File: src/rtl/riscv_pkg.sv
`default_nettype none
// ============================================================================
// Module      : riscv_pkg
// Description : Shared RISC-V pipeline types: writeback source select,
//               funct3 load encodings and writeback-stage FSM states.
// Ports       : none (package)
// Revision    : 1.0 - initial release
// ============================================================================
package riscv_pkg;

  // Writeback source select, matching the MEM/WB mem_to_reg field.
  typedef enum logic [1:0] {
    WB_ALU = 2'b00,
    WB_MEM = 2'b01,
    WB_PC4 = 2'b10,
    WB_ALT = 2'b11
  } wb_sel_e;

  // RISC-V load funct3 codes. 3'b111 is not a load and has no entry.
  typedef enum logic [2:0] {
    LF3_LB  = 3'b000,
    LF3_LH  = 3'b001,
    LF3_LW  = 3'b010,
    LF3_LD  = 3'b011,
    LF3_LBU = 3'b100,
    LF3_LHU = 3'b101,
    LF3_LWU = 3'b110
  } load_f3_e;

  // Writeback-stage FSM states.
  typedef enum logic [0:0] {
    WB_IDLE      = 1'b0,
    WB_WAIT_LOAD = 1'b1
  } wb_state_e;

endpackage
`default_nettype wire

File: src/rtl/load_align.sv
`default_nettype none
// ============================================================================
// Module      : load_align
// Description : Combinational load data extraction. Shifts the raw aligned
//               word down to the addressed byte lane, sign/zero-extends to
//               XLEN and flags misaligned or illegal load encodings.
// Ports       : funct3     - load size/sign encoding
//               offset     - byte offset within the XLEN-wide word
//               rdata      - raw aligned-word read data
//               data       - extracted, extended load data
//               misaligned - access misaligned or funct3 illegal for XLEN
// Revision    : 1.0 - initial release
// ============================================================================
module load_align
  import riscv_pkg::*;
#(
  parameter int XLEN = 32
) (
  input  logic [2:0]                  funct3,
  input  logic [$clog2(XLEN/8)-1:0]   offset,
  input  logic [XLEN-1:0]             rdata,
  output logic [XLEN-1:0]             data,
  output logic                        misaligned
);

  localparam bit IS_RV64 = (XLEN == 64);

  logic [XLEN-1:0] shifted;

  always_comb begin
    // Bring the addressed byte lane down to bit 0; size handling below only
    // needs the low bits of the shifted word.
    shifted    = rdata >> {offset, 3'b000};
    data       = '0;
    misaligned = 1'b0;
    case (funct3)
      LF3_LB:  data = XLEN'($signed(shifted[7:0]));
      LF3_LBU: data = XLEN'(shifted[7:0]);
      LF3_LH: begin
        data       = XLEN'($signed(shifted[15:0]));
        misaligned = offset[0];
      end
      LF3_LHU: begin
        data       = XLEN'(shifted[15:0]);
        misaligned = offset[0];
      end
      LF3_LW: begin
        data       = XLEN'($signed(shifted[31:0]));
        misaligned = (offset[1:0] != 2'b00);
      end
      LF3_LWU: begin
        data       = XLEN'(shifted[31:0]);
        misaligned = !IS_RV64 || (offset[1:0] != 2'b00);
      end
      LF3_LD: begin
        data       = shifted;
        misaligned = !IS_RV64 || (offset != '0);
      end
      default: misaligned = 1'b1;
    endcase
  end

endmodule
`default_nettype wire

File: src/rtl/wb_stage_lsu.sv
`default_nettype none
// ============================================================================
// Module      : wb_stage_lsu
// Description : Writeback stage for variable-latency data memory. Accepts one
//               MEM/WB instruction per cycle, holds a load until dmem_rvalid,
//               aligns/extends load data and drives a registered RF write.
// Ports       : clk, rst_n          - clock, synchronous active-low reset
//               in_valid/in_ready   - MEM/WB handshake
//               in_mem_to_reg       - writeback source select
//               in_alu_result       - ALU result / load effective address
//               in_pc_plus_4        - return address
//               in_alt_data         - CSR / upper-immediate data
//               in_funct3, in_rd, in_reg_write - instruction fields
//               dmem_rvalid/rdata   - load response
//               rf_we/rf_rd/rf_wdata - registered register-file write port
//               misalign_err        - pulse: misaligned load dropped
//               load_timeout        - pulse: load aborted
// Revision    : 1.0 - initial release
// ============================================================================
module wb_stage_lsu
  import riscv_pkg::*;
#(
  parameter int XLEN         = 32,
  parameter int LOAD_TIMEOUT = 16
) (
  input  logic            clk,
  input  logic            rst_n,
  input  logic            in_valid,
  output logic            in_ready,
  input  logic [1:0]      in_mem_to_reg,
  input  logic [XLEN-1:0] in_alu_result,
  input  logic [XLEN-1:0] in_pc_plus_4,
  input  logic [XLEN-1:0] in_alt_data,
  input  logic [2:0]      in_funct3,
  input  logic [4:0]      in_rd,
  input  logic            in_reg_write,
  input  logic            dmem_rvalid,
  input  logic [XLEN-1:0] dmem_rdata,
  output logic            rf_we,
  output logic [4:0]      rf_rd,
  output logic [XLEN-1:0] rf_wdata,
  output logic            misalign_err,
  output logic            load_timeout
);

  localparam int TMO_W = $clog2(LOAD_TIMEOUT + 1);
  localparam int OFF_W = $clog2(XLEN / 8);
  localparam logic [TMO_W-1:0] TMO_LAST = TMO_W'(LOAD_TIMEOUT - 1);

  wb_state_e         state, state_nx;
  logic [TMO_W-1:0]  cnt, cnt_nx;
  logic [4:0]        held_rd, held_rd_nx;
  logic              held_rw, held_rw_nx;
  logic [2:0]        held_f3, held_f3_nx;
  logic [OFF_W-1:0]  held_off, held_off_nx;

  logic              we_nx, mis_nx, tmo_nx;
  logic [4:0]        rd_nx;
  logic [XLEN-1:0]   wdata_nx;

  logic [2:0]        align_f3;
  logic [OFF_W-1:0]  align_off;
  logic [XLEN-1:0]   align_data;
  logic              align_mis;
  logic [XLEN-1:0]   src_data;
  wb_sel_e           sel;

  assign sel = wb_sel_e'(in_mem_to_reg);

  // One extractor serves both paths: the live instruction while IDLE and the
  // latched load fields while waiting for the response.
  assign align_f3  = (state == WB_WAIT_LOAD) ? held_f3  : in_funct3;
  assign align_off = (state == WB_WAIT_LOAD) ? held_off : in_alu_result[OFF_W-1:0];

  load_align #(
    .XLEN (XLEN)
  ) u_load_align (
    .funct3     (align_f3),
    .offset     (align_off),
    .rdata      (dmem_rdata),
    .data       (align_data),
    .misaligned (align_mis)
  );

  always_comb begin
    src_data = in_alu_result;
    case (sel)
      WB_ALU:  src_data = in_alu_result;
      WB_MEM:  src_data = align_data;
      WB_PC4:  src_data = in_pc_plus_4;
      WB_ALT:  src_data = in_alt_data;
      default: src_data = in_alu_result;
    endcase
  end

  always_comb begin
    state_nx    = state;
    cnt_nx      = cnt;
    held_rd_nx  = held_rd;
    held_rw_nx  = held_rw;
    held_f3_nx  = held_f3;
    held_off_nx = held_off;
    we_nx       = 1'b0;
    rd_nx       = rf_rd;
    wdata_nx    = rf_wdata;
    mis_nx      = 1'b0;
    tmo_nx      = 1'b0;
    in_ready    = 1'b0;

    case (state)
      WB_IDLE: begin
        in_ready = 1'b1;
        if (in_valid) begin
          if ((sel == WB_MEM) && align_mis) begin
            // Dropped at accept; the memory response is never awaited.
            mis_nx = 1'b1;
          end else if ((sel == WB_MEM) && !dmem_rvalid) begin
            held_rd_nx  = in_rd;
            held_rw_nx  = in_reg_write;
            held_f3_nx  = in_funct3;
            held_off_nx = in_alu_result[OFF_W-1:0];
            cnt_nx      = '0;
            state_nx    = WB_WAIT_LOAD;
          end else begin
            we_nx = in_reg_write && (in_rd != 5'd0);
            if (we_nx) begin
              rd_nx    = in_rd;
              wdata_nx = src_data;
            end
          end
        end
      end
      WB_WAIT_LOAD: begin
        if (dmem_rvalid) begin
          we_nx = held_rw && (held_rd != 5'd0);
          if (we_nx) begin
            rd_nx    = held_rd;
            wdata_nx = align_data;
          end
          state_nx = WB_IDLE;
        end else if (cnt == TMO_LAST) begin
          tmo_nx   = 1'b1;
          state_nx = WB_IDLE;
        end else begin
          cnt_nx = cnt + 1'b1;
        end
      end
      default: state_nx = WB_IDLE;
    endcase
  end

  always_ff @(posedge clk) begin
    if (!rst_n) begin
      state        <= WB_IDLE;
      cnt          <= '0;
      held_rd      <= '0;
      held_rw      <= 1'b0;
      held_f3      <= '0;
      held_off     <= '0;
      rf_we        <= 1'b0;
      rf_rd        <= '0;
      rf_wdata     <= '0;
      misalign_err <= 1'b0;
      load_timeout <= 1'b0;
    end else begin
      state        <= state_nx;
      cnt          <= cnt_nx;
      held_rd      <= held_rd_nx;
      held_rw      <= held_rw_nx;
      held_f3      <= held_f3_nx;
      held_off     <= held_off_nx;
      rf_we        <= we_nx;
      rf_rd        <= rd_nx;
      rf_wdata     <= wdata_nx;
      misalign_err <= mis_nx;
      load_timeout <= tmo_nx;
    end
  end

endmodule
`default_nettype wire

File: config.mk
export PLATFORM = sky130hd
export DESIGN_NAME = wb_stage_lsu
export DESIGN_NICKNAME = d
export VERILOG_FILES = /design/src/rtl/riscv_pkg.sv /design/src/rtl/load_align.sv /design/src/rtl/wb_stage_lsu.sv
export SDC_FILE = /design/constraint.sdc
export NUM_CORES = 1
export LEC_CHECK = 0
export CORE_MARGIN = 1.5
export CORE_UTILIZATION = 30
export CTS_CLUSTER_DIAMETER = 80
export DETAILED_ROUTE_END_ITERATION = 10
export PLACE_DENSITY = 0.58
export SETUP_SLACK_MARGIN = 0.4
export SYNTH_ARGS = -nofsm -noshare
export SYNTH_HDL_FRONTEND = slang
export SYNTH_SLANG_ARGS = --single-unit
File: constraint.sdc
create_clock -name clk -period 2.6 [get_ports clk]
set_input_delay 0.78 -clock clk [delete_from_list [all_inputs] [get_ports clk]]
set_output_delay 0.78 -clock clk [all_outputs]
set_load 0.02 [all_outputs]
; After elaboration in Yosys (flattened, before gate mapping)
; Index checks and enable logic that the tools add are counted.
[classes]
addsub = 1
mul = 0
div = 0
magnitude_cmp = 0
eq_ne = 19
shift = 1
mux = 39
bitwise_logic = 4
n_reduce_logical = 18
[ops]
columns = operator, count
row1 = two-way mux 32 bit, 6
row2 = one-hot mux 32 bit (5 select lines), 1
row3 = one-hot mux 32 bit (4 select lines), 1
row4 = one-hot mux 32 bit (2 select lines), 1
row5 = two-way mux 5 bit, 11
row6 = >> shifter 32 x 5 -> 32 bit, 1
row7 = one-hot mux 5 bit (2 select lines), 2
row8 = "inequality test 2 bit, second input constant", 8
row9 = two-way mux 1 bit, 12
row10 = nonzero test 5 bit, 2
row11 = "== test 3 bit, second input constant", 3
row12 = OR reduction 3 bit, 3
row13 = "== test 3 x 2 -> 1 bit, second input constant", 2
row14 = AND reduction 6 bit, 1
row15 = "adder 5 x 1 -> 5 bit, second input constant", 1
row16 = "== test 5 x 4 -> 1 bit, second input constant", 1
row17 = AND reduction 5 bit, 1
row18 = "== test 2 bit, second input constant", 2
row19 = logical AND 1 bit, 4
row20 = NOT 1 bit, 4
row21 = one-hot mux 1 bit (2 select lines), 2
row22 = AND reduction 4 bit, 1
row23 = OR reduction 2 bit, 2
row24 = "== test 3 x 1 -> 1 bit, second input constant", 1
row25 = 9 further kinds, 9
[totals]
register_bits = 57
latch_bits = 0
mem_bits_rw = 0
romBits = 0
inputBits = 143
out_inout_bits = 41
elab_cells = 93
n_memories = 0

; Longest topological paths before layout
; Gate-level depths: netlist (run 1).
[logic_depth]
depth_word = 10
ltp_mapped = 10
depth_no_buf = 7

; Modules after synthesis
; From an unflattened synthesis (run 1), not the netlist that was laid out.
[hier_totals]
cells_unflattened = 459
hier_area_um2 = 4216.5
[modules_own_cells]
columns = mod, n_inst, cells_per_inst, area_per_inst_um2, seq_area_each_um2
row1 = wb_stage_lsu, 1, 350, 3405.8, 1141.1
row2 = load_align, 1, 109, 810.8, 0.0

; Least setup slack after synthesis (run 1)
; Ideal clock, no wire load.
[synth_timing]
kind = input to register
from = input port in_rd[0]
to = register rf_wdata[23]
t_arrival_ns = 2.168
path_slack_ns = 0.302
stages = 8
path_cell_list = or4_1 o221ai_1 a22o_1 buf_4 buf_6 nor3_1 a21oi_1 o22ai_1
[synth_between]
elab_chain_cells = 4
[synth_rtl]
columns = item, line_no
row1 = from (decl), wb_stage_lsu.sv:35  ; input logic [4:0] in_rd,
row2 = nonzero test 5 bit, wb_stage_lsu.sv:125  ; we_nx = in_reg_write && (in_rd != 5'd0);
row3 = logical AND 1 bit, wb_stage_lsu.sv:125
row4 = inequality test 2 bit (no line), n/a
row5 = AND reduction 6 bit (no line), n/a
row6 = to (signal assigned), wb_stage_lsu.sv:174  ; rf_wdata <= wdata_nx;
row7 = to (decl), wb_stage_lsu.sv:41  ; output logic [XLEN-1:0] rf_wdata,
; Every way passes these cells.
; A chain may end at the register's enable or synchronous reset.

; Final worst setup path (run 1)
[layout_timing]
from = input port in_rd[3]
to = register rf_wdata[26]
; Same word-level chain as after synthesis.

==> impl_metrics.csv, run 1 <==
group,metric,value,unit
cells_and_area,drive_above_1_share,23.2,%
pwr,switching_share,30.0,%
synthesis,yosys_warnings,0,
sta,setup-violations-final,0,
synthesis,ys_types,67,
critical_path,end_kind,"flip-flop",
grt,grt_pass1_vias,5545,
place,place_congestion,0.910,
synthesis,synth_async_sr_flop_share,0,%
floorplan,initial_core_util,30.9,%
critical_path,critPathKind,"in -> reg",
critical_path,r2r_end,"rf_wdata[26]$_SDFFE_PN0P_",
critical_path,cp-start-kind,"input pin",
pwr,power_density,414,nW/um^2
floorplan,die_h,126,um
worst_hold_path,hold_depth,2,
synthesis,synth_top_area_share,25.3,%
synthesis,syn_inst,607,
grt,grt_antenna_before_repair,0,
clocking,clkTransAtPathRegs,0.05,ns
pwr,clkPwrFrac,37.8,%
cells_and_area,diodes,0,
sta,post-route-period-util,85.7,%
routing,via_count,5670,
routing,viasPerCell,5.44,
routing,drt_wl_total,19.8,mm
place,port_buffers,183,
synthesis,ys_ff_latch,57,
place,dp_cells,999,
synthesis,synth_top_family_by_area,"compound AO/OA/AOI/OAI gates",
routing,drc,0,
floorplan,fp-row-count,44,
floorplan,ios,184,
sta,skew,0.00717,ns
routing,ant_nets,0,
critical_path,cp_slowest_cell,"or4_4",
synthesis,synthFlopType,"dfxtp_1",
critical_path,worstPathArrival,2.43,ns
synthesis,synth.area.mux_share,11.8,%
clocking,cts_buffers,9,
clocking,clk_path_buf_depth,2,
synthesis,yosys.area_share.simple,20.4,%
critical_path,critPathMaxStageDelay,0.55,ns
critical_path,r2r_slack,0.43,ns
run,cap_violations,0,
grt,grt_max_degree,49,
clocking,htreeDepth,3,
routing,post_drt_wl_per_cell,19.0,um
routing,first_pass_iters,5,
floorplan,die_x,126,um
pwr,internal_power,0.00224,W
grt,grt_usage,24.6,%
worst_hold_path,min_path_type,"reg -> reg",
floorplan,die_area,15800,um^2
pwr,vdd_drop_max,308,uV
routing,drt-initial-drc-count,362,
clocking,insertion_delay,0.33,ns
pwr,power_switching,0.000960,W
sta,hold_violations,0,
place,hpwl,14.9,mm
sta,layout_min_cycle_time,2.23,ns
sta,rsz0062_at_grt,"yes",
critical_path,path_cells,"buf_6 > or4_4 > o221ai_4 > a22o_4 > buf_6 > nor3_4 > buf_6 > buf_12 > o21ai_2 > o22ai_1",
critical_path,r2r-start,"state$_SDFF_PN0_",
grt,grt_pass1_wl,30.6,mm
worst_hold_path,min_to,"held_rd[0]$_SDFFE_PN0P_",
sta,fin_setup_tns,0,ns
cells_and_area,nNetsFinal,998,
sta,fmax,449,MHz
critical_path,reg2regPathDepth,10,
cells_and_area,instances_no_fill,1042,
synthesis,syn_nets,752,
synthesis,synth-xor-area-share,0.389,%
synthesis,synth_edf_count,0,
synthesis,synth_compound_area_share,34.0,%
outcome,status,"completed",
synthesis,synth_largest_area_cell,"dfxtp_1",
pwr,combPwrFrac,32.8,%
pwr,p_seq_share,29.5,%
clocking,clock-sinks,57,
clocking,cts_root_buf,"clkbuf_16",
clocking,cts_tree,"built",
synthesis,syn_area_per_cell,7.43,um^2
grt,overflow,0,
pwr,p_leak,3.05,nW
sta,relSlewSlack,61.4,%
synthesis,synthAdderAreaFrac,0.555,%
synthesis,seq_area_frac_synth,25.3,%
cells_and_area,area_growth,71.6,%
critical_path,cpMostUsedCell,"buf_6",
sta,final_max_slew_viol_count,0,
critical_path,path_max_fanout,6,
synthesis,yosys-top-cells-area,"dfxtp_1 25%, mux2i_1 9.5%, a21oi_1 9.2%",
sta,worstMarginPinSlew,0.579,ns
worst_hold_path,holdCritStartpoint,"held_rd[0]$_SDFFE_PN0P_",
critical_path,worstPathRequired,2.80,ns
floorplan,fp.coreArea,14600,um^2
synthesis,syn_area,4510,um^2
## cells in the mapped netlist (3+ instances only)
cell type   n
buf_4       4
nor3_1     17
a21o_1      9
buf_2      12
buf_6       7
dfxtp_1    57
nor2b_1     9
nand4_1     3
o21ai_1    11
a21boi_0    6
nand2b_1   12
clkbuf_1   26
o21ai_0    49
nand3_1    13
a211oi_1    8
mux2i_1    43
o21a_1      8
a221oi_1    5
a22oi_1     3
nor2_1     70
o221ai_1    6
inv_1      12
a21boi_1    4
nand2_1    43
o22ai_1    16
a32o_1      5
o31ai_1     4
a21oi_1    83
o22a_1      4
and3_1      3
a22oi_2     5
## power groups by stage
stage                     combinational, W  clock (W)  sequential, W
after floorplan                   0.000392          0       0.000996
after global placement            0.000933          0       0.000962
after detailed placement          0.000938          0       0.000961
after CTS                          0.00101    0.00122       0.000943
after global routing               0.00112    0.00127       0.000947
final                              0.00105    0.00121       0.000943
## what timing repair did
action,4_1_cts,5_1_grt
hold buffers,0,0
hold endpoints to repair,0,0
cloned,5,0
gates resized for setup,63,61
setup endpoints to repair,55,43
setup buffers,9,13
pin swaps,19,23
## final cells by class
class                           instances  area (um^2)
Fill cell                            1392         6860
Tap cell                              184          230
Timing Repair Buffer                  286         2730
Clock buffer                           10          239
Clock inverter                          6         67.6
Sequential cell                        57         1140
Inverter                               13         48.8
Multi-Input combinational cell        486         3270
## registers in the layout, summed over array words and instances (netlist names)
register,flops
cnt,5
held_f3,3
held_off,2
held_rd,5
held_rw,1
load_timeout,1
misalign_err,1
rf_rd,5
rf_wdata,32
rf_we,1
state,1
## metrics by stage
step	total power [W]	util [%]	hold slack [ns]	setup slack, ns	area, um^2
finish	0.00320	53.0	0.484	0.372	7730
global route	0.00333	53.0	0.516	0.337	7730
CTS	0.00318	51.7	0.489	0.359	7540
detailed placement	0.00190	47.2	0.486	-0.409	6880
global placement	0.00189	47.2	0.465	-0.301	6880
floorplan	0.00139	-	0.448	0.371	4520
## kinds of logic after synthesis
family | after synthesis
muxes | 50
buffers and inverters | 65
AOI/OAI and AO/OA | 241
adders and majority gates | 2
xor gates and xnor gates | 2
and+or+nand+nor | 190
DFF | 57
## critical path, delay by kind of cell
kind            cells  cell delay, ns
compound gates      4            0.57
simple gates        2            0.60
buf+inv             4            0.46
## worst max-delay path by stage
stage / startpoint / slack (ns) / cells after the start / to
2_1_floorplan: in_rd[0] / 0.37 / 8 / rf_wdata[23]$_SDFFE_PN0P_
3_3_place_gp: in_rd[1] / -0.30 / 8 / rf_wdata[21]$_SDFFE_PN0P_
3_5_place_dp: in_rd[0] / -0.41 / 8 / rf_wdata[19]$_SDFFE_PN0P_
4_1_cts: in_rd[2] / 0.36 / 9 / rf_wdata[30]$_SDFFE_PN0P_
5_1_grt: in_rd[3] / 0.34 / 10 / rf_wdata[26]$_SDFFE_PN0P_
6_report: in_rd[3] / 0.37 / 10 / rf_wdata[26]$_SDFFE_PN0P_
## layout by cell type, fill, tap and decap left out, types with 12 or more instances in the layout
| cell | count |
|---|---|
| buf_4 | 87 |
| nor3_1 | 17 |
| clkdlybuf4s50_1 | 163 |
| nand3_1 | 13 |
| o22ai_1 | 14 |
| o21ai_0 | 44 |
| mux2i_1 | 40 |
| nor2_1 | 69 |
| inv_1 | 12 |
| a21oi_1 | 80 |
| nand2_1 | 41 |
| dfxtp_1 | 56 |
## routing by layer
metal	part of all wire (%)	vias up	wire, um	track usage (%)
met5	0	-	0	0
met4	2.4	0	474	8.29
met3	7.4	33	1460	4.96
met2	46	257	9090	39.6
met1	44	2664	8790	32.9
li1	-	2716	-	-
Note: power is estimated with default switching activity, not from simulation.
==> inputs of run 2 (changes only) <==
- PLACE_DENSITY: 0.58 -> 0.69
==> impl_metrics.csv, run 2 (synthesis gave the netlist of run 1 again) <==
group,metric,value,unit
floorplan,die_h,126,um
outcome,status,"completed",
grt,grt_busiest_layer,"met2",
pwr,power_density,423,nW/um^2
critical_path,worstPathArrival,2.44,ns
clocking,insertion_delay,0.34,ns
floorplan,die_area,15800,um^2
sta,hold_ws,0.483,ns
routing,first_pass_iters,5,
clocking,cts_tree,"built",
grt,grt_pass1_wl,29.1,mm
cells_and_area,n_fill_cell,1320,
place,port_buffers,183,
sta,layout_min_cycle_time,2.22,ns
routing,ant_nets,0,
grt,gr-usage-met1,31.0,%
grt,grt_antenna_before_repair,1,
sta,fin_setup_tns,0,ns
worst_hold_path,min_path_type,"reg -> reg",
cells_and_area,final_common_cell,"clkdlybuf4s50_1",
floorplan,fp.coreArea,14600,um^2
clocking,htreeDepth,3,
cells_and_area,largest_register_ffs,32,
floorplan,initial_core_util,30.9,%
cells_and_area,area_growth,71.2,%
routing,drt_wl_total,19.0,mm
routing,via_count,5670,
critical_path,path_cells,"buf_6 > or4_4 > o221ai_4 > a22o_1 > buf_12 > nor3_4 > buf_6 > buf_12 > o21ai_1 > o22ai_1",
routing,drt-initial-drc-count,400,
place,hpwl,14.0,mm
critical_path,worstPathRequired,2.82,ns
pwr,p_leak,3.05,nW
routing,drc,0,
critical_path,critPathKind,"in -> reg",
cells_and_area,mostFrequentLayoutCells,"164 x clkdlybuf4s50_1, 86 x buf_4, 77 x a21oi_1",
floorplan,fp-row-count,44,
routing,viasPerCell,5.44,
sta,hold_violations,0,
grt,grt_usage,23.3,%
cells_and_area,max_flop_register,"rf_wdata",
clocking,clock-sinks,57,
sta,skew,0.0101,ns
sta,worstMarginPinSlew,0.594,ns
floorplan,die_x,126,um
cells_and_area,final_util,52.9,%
place,place_congestion,0.936,
cells_and_area,nNetsFinal,998,
critical_path,cp-start-kind,"input pin",
clocking,clkTransAtPathRegs,0.05,ns
clocking,cts_root_buf,"clkbuf_16",
sta,setup-violations-final,0,
grt,globalRouteMet3Util,6.89,%
run,cap_violations,0,
cells_and_area,stdcell_area,7720,um^2
sta,rsz0062_at_grt,"yes",
grt,overflow,0,
place,pre_cts_ws,-0.314,ns
cells_and_area,register_area,1140,um^2
place,placed_cell_area,6970,um^2
critical_path,end_kind,"flip-flop",
pwr,vdd_drop_max,311,uV
clocking,cts_buffers,9,
sta,post-route-period-util,85.4,%
critical_path,path_max_fanout,7,
grt,grt_pass1_vias,5378,
grt,grt_use_met2,36.3,%
sta,fmax,450,MHz
sta,fin_ws,0.379,ns
floorplan,ios,184,
grt,grt_max_degree,52,
sta,final_max_slew_viol_count,0,
clocking,clk_path_buf_depth,2,
cells_and_area,multi_input_area,3240,um^2
critical_path,cp_slowest_cell,"or4_4",
critical_path,critPathMaxStageDelay,0.54,ns
routing,post_drt_wl_per_cell,18.2,um
cells_and_area,drive_above_1_share,22.8,%
sta,relSlewSlack,60.4,%
-- run 2: changes by cell type in the layout (fill, tap and decap cells not counted), sizes merged --
| cell | delta |
|---|---|
| diode | +1 |
| clkdlybuf4s50 | +1 |
| dlygate4sd2 | +3 |
| clkdlybuf4s15 | -1 |
| clkinv | -2 |
| clkbuf | -1 |
| clkinvlp | -1 |
-- run 2: area by class of cell --
cell class / instances / area share [%]
Multi-Input combinational cell: 486 / 42.0
Clock inverter: 3 / 0.600
Sequential cell: 57 / 14.8
Tap cell: 184 / 2.98
Clock buffer: 12 / 3.60
Timing Repair Buffer: 286 / 35.3
Antenna cell: 1 / 0.0324
Inverter: 13 / 0.632
-- run 2: timing repair --
action	in CTS	in global routing
gates cloned	3	0
setup endpoints to repair	56	41
buffers inserted	16	3
gates resized for setup	61	43
hold buffers	0	0
pin swaps	22	21
-- run 2: path summary, 6_finish.rpt --
check | cells after the start | slack, ns | start | to
setup reg to reg | 10 | 0.42 | state$_SDFF_PN0_ | rf_wdata[21]$_SDFFE_PN0P_
setup / recovery | 10 | 0.38 | in_rd[1] | rf_wdata[19]$_SDFFE_PN0P_
hold reg to reg | 2 | 0.48 | held_rd[3]$_SDFFE_PN0P_ | held_rd[3]$_SDFFE_PN0P_
hold / removal | 2 | 0.48 | held_rd[3]$_SDFFE_PN0P_ | held_rd[3]$_SDFFE_PN0P_
-- run 2: through the flow --
stage	std cells	total power [W]
floorplan	607	0.00139
global placement	1004	0.00190
detailed placement	1004	0.00191
CTS	1038	0.00324
global route	1042	0.00339
finish	1042	0.00327
-- run 2: critical path, delay by kind of cell --
| kind | cells | cell delay, ns |
|---|---|---|
| compound gates | 4 | 0.55 |
| buf+inv | 4 | 0.49 |
| simple gates | 2 | 0.60 |
-- run 2: where the power goes --
group	total (W)	switching [W]	internal, W
combinational	0.00105	0.000487	0.000558
sequential	0.000942	0.0000286	0.000914
clock	0.00128	0.000434	0.000848
-- run 2: layer usage --
metal	routed length (um)	vias up	share of wire, %
met5	0	-	0
met2	8610	279	45
li1	-	2718	-
met1	8260	2641	44
met3	1720	32	9.1
met4	382	0	2.0
==> inputs of run 3 (changes only) <==
- CAP_MARGIN: default -> 5
==> results of run 3 <==
Final layout, timing and power as in run 2 (identical DEF).
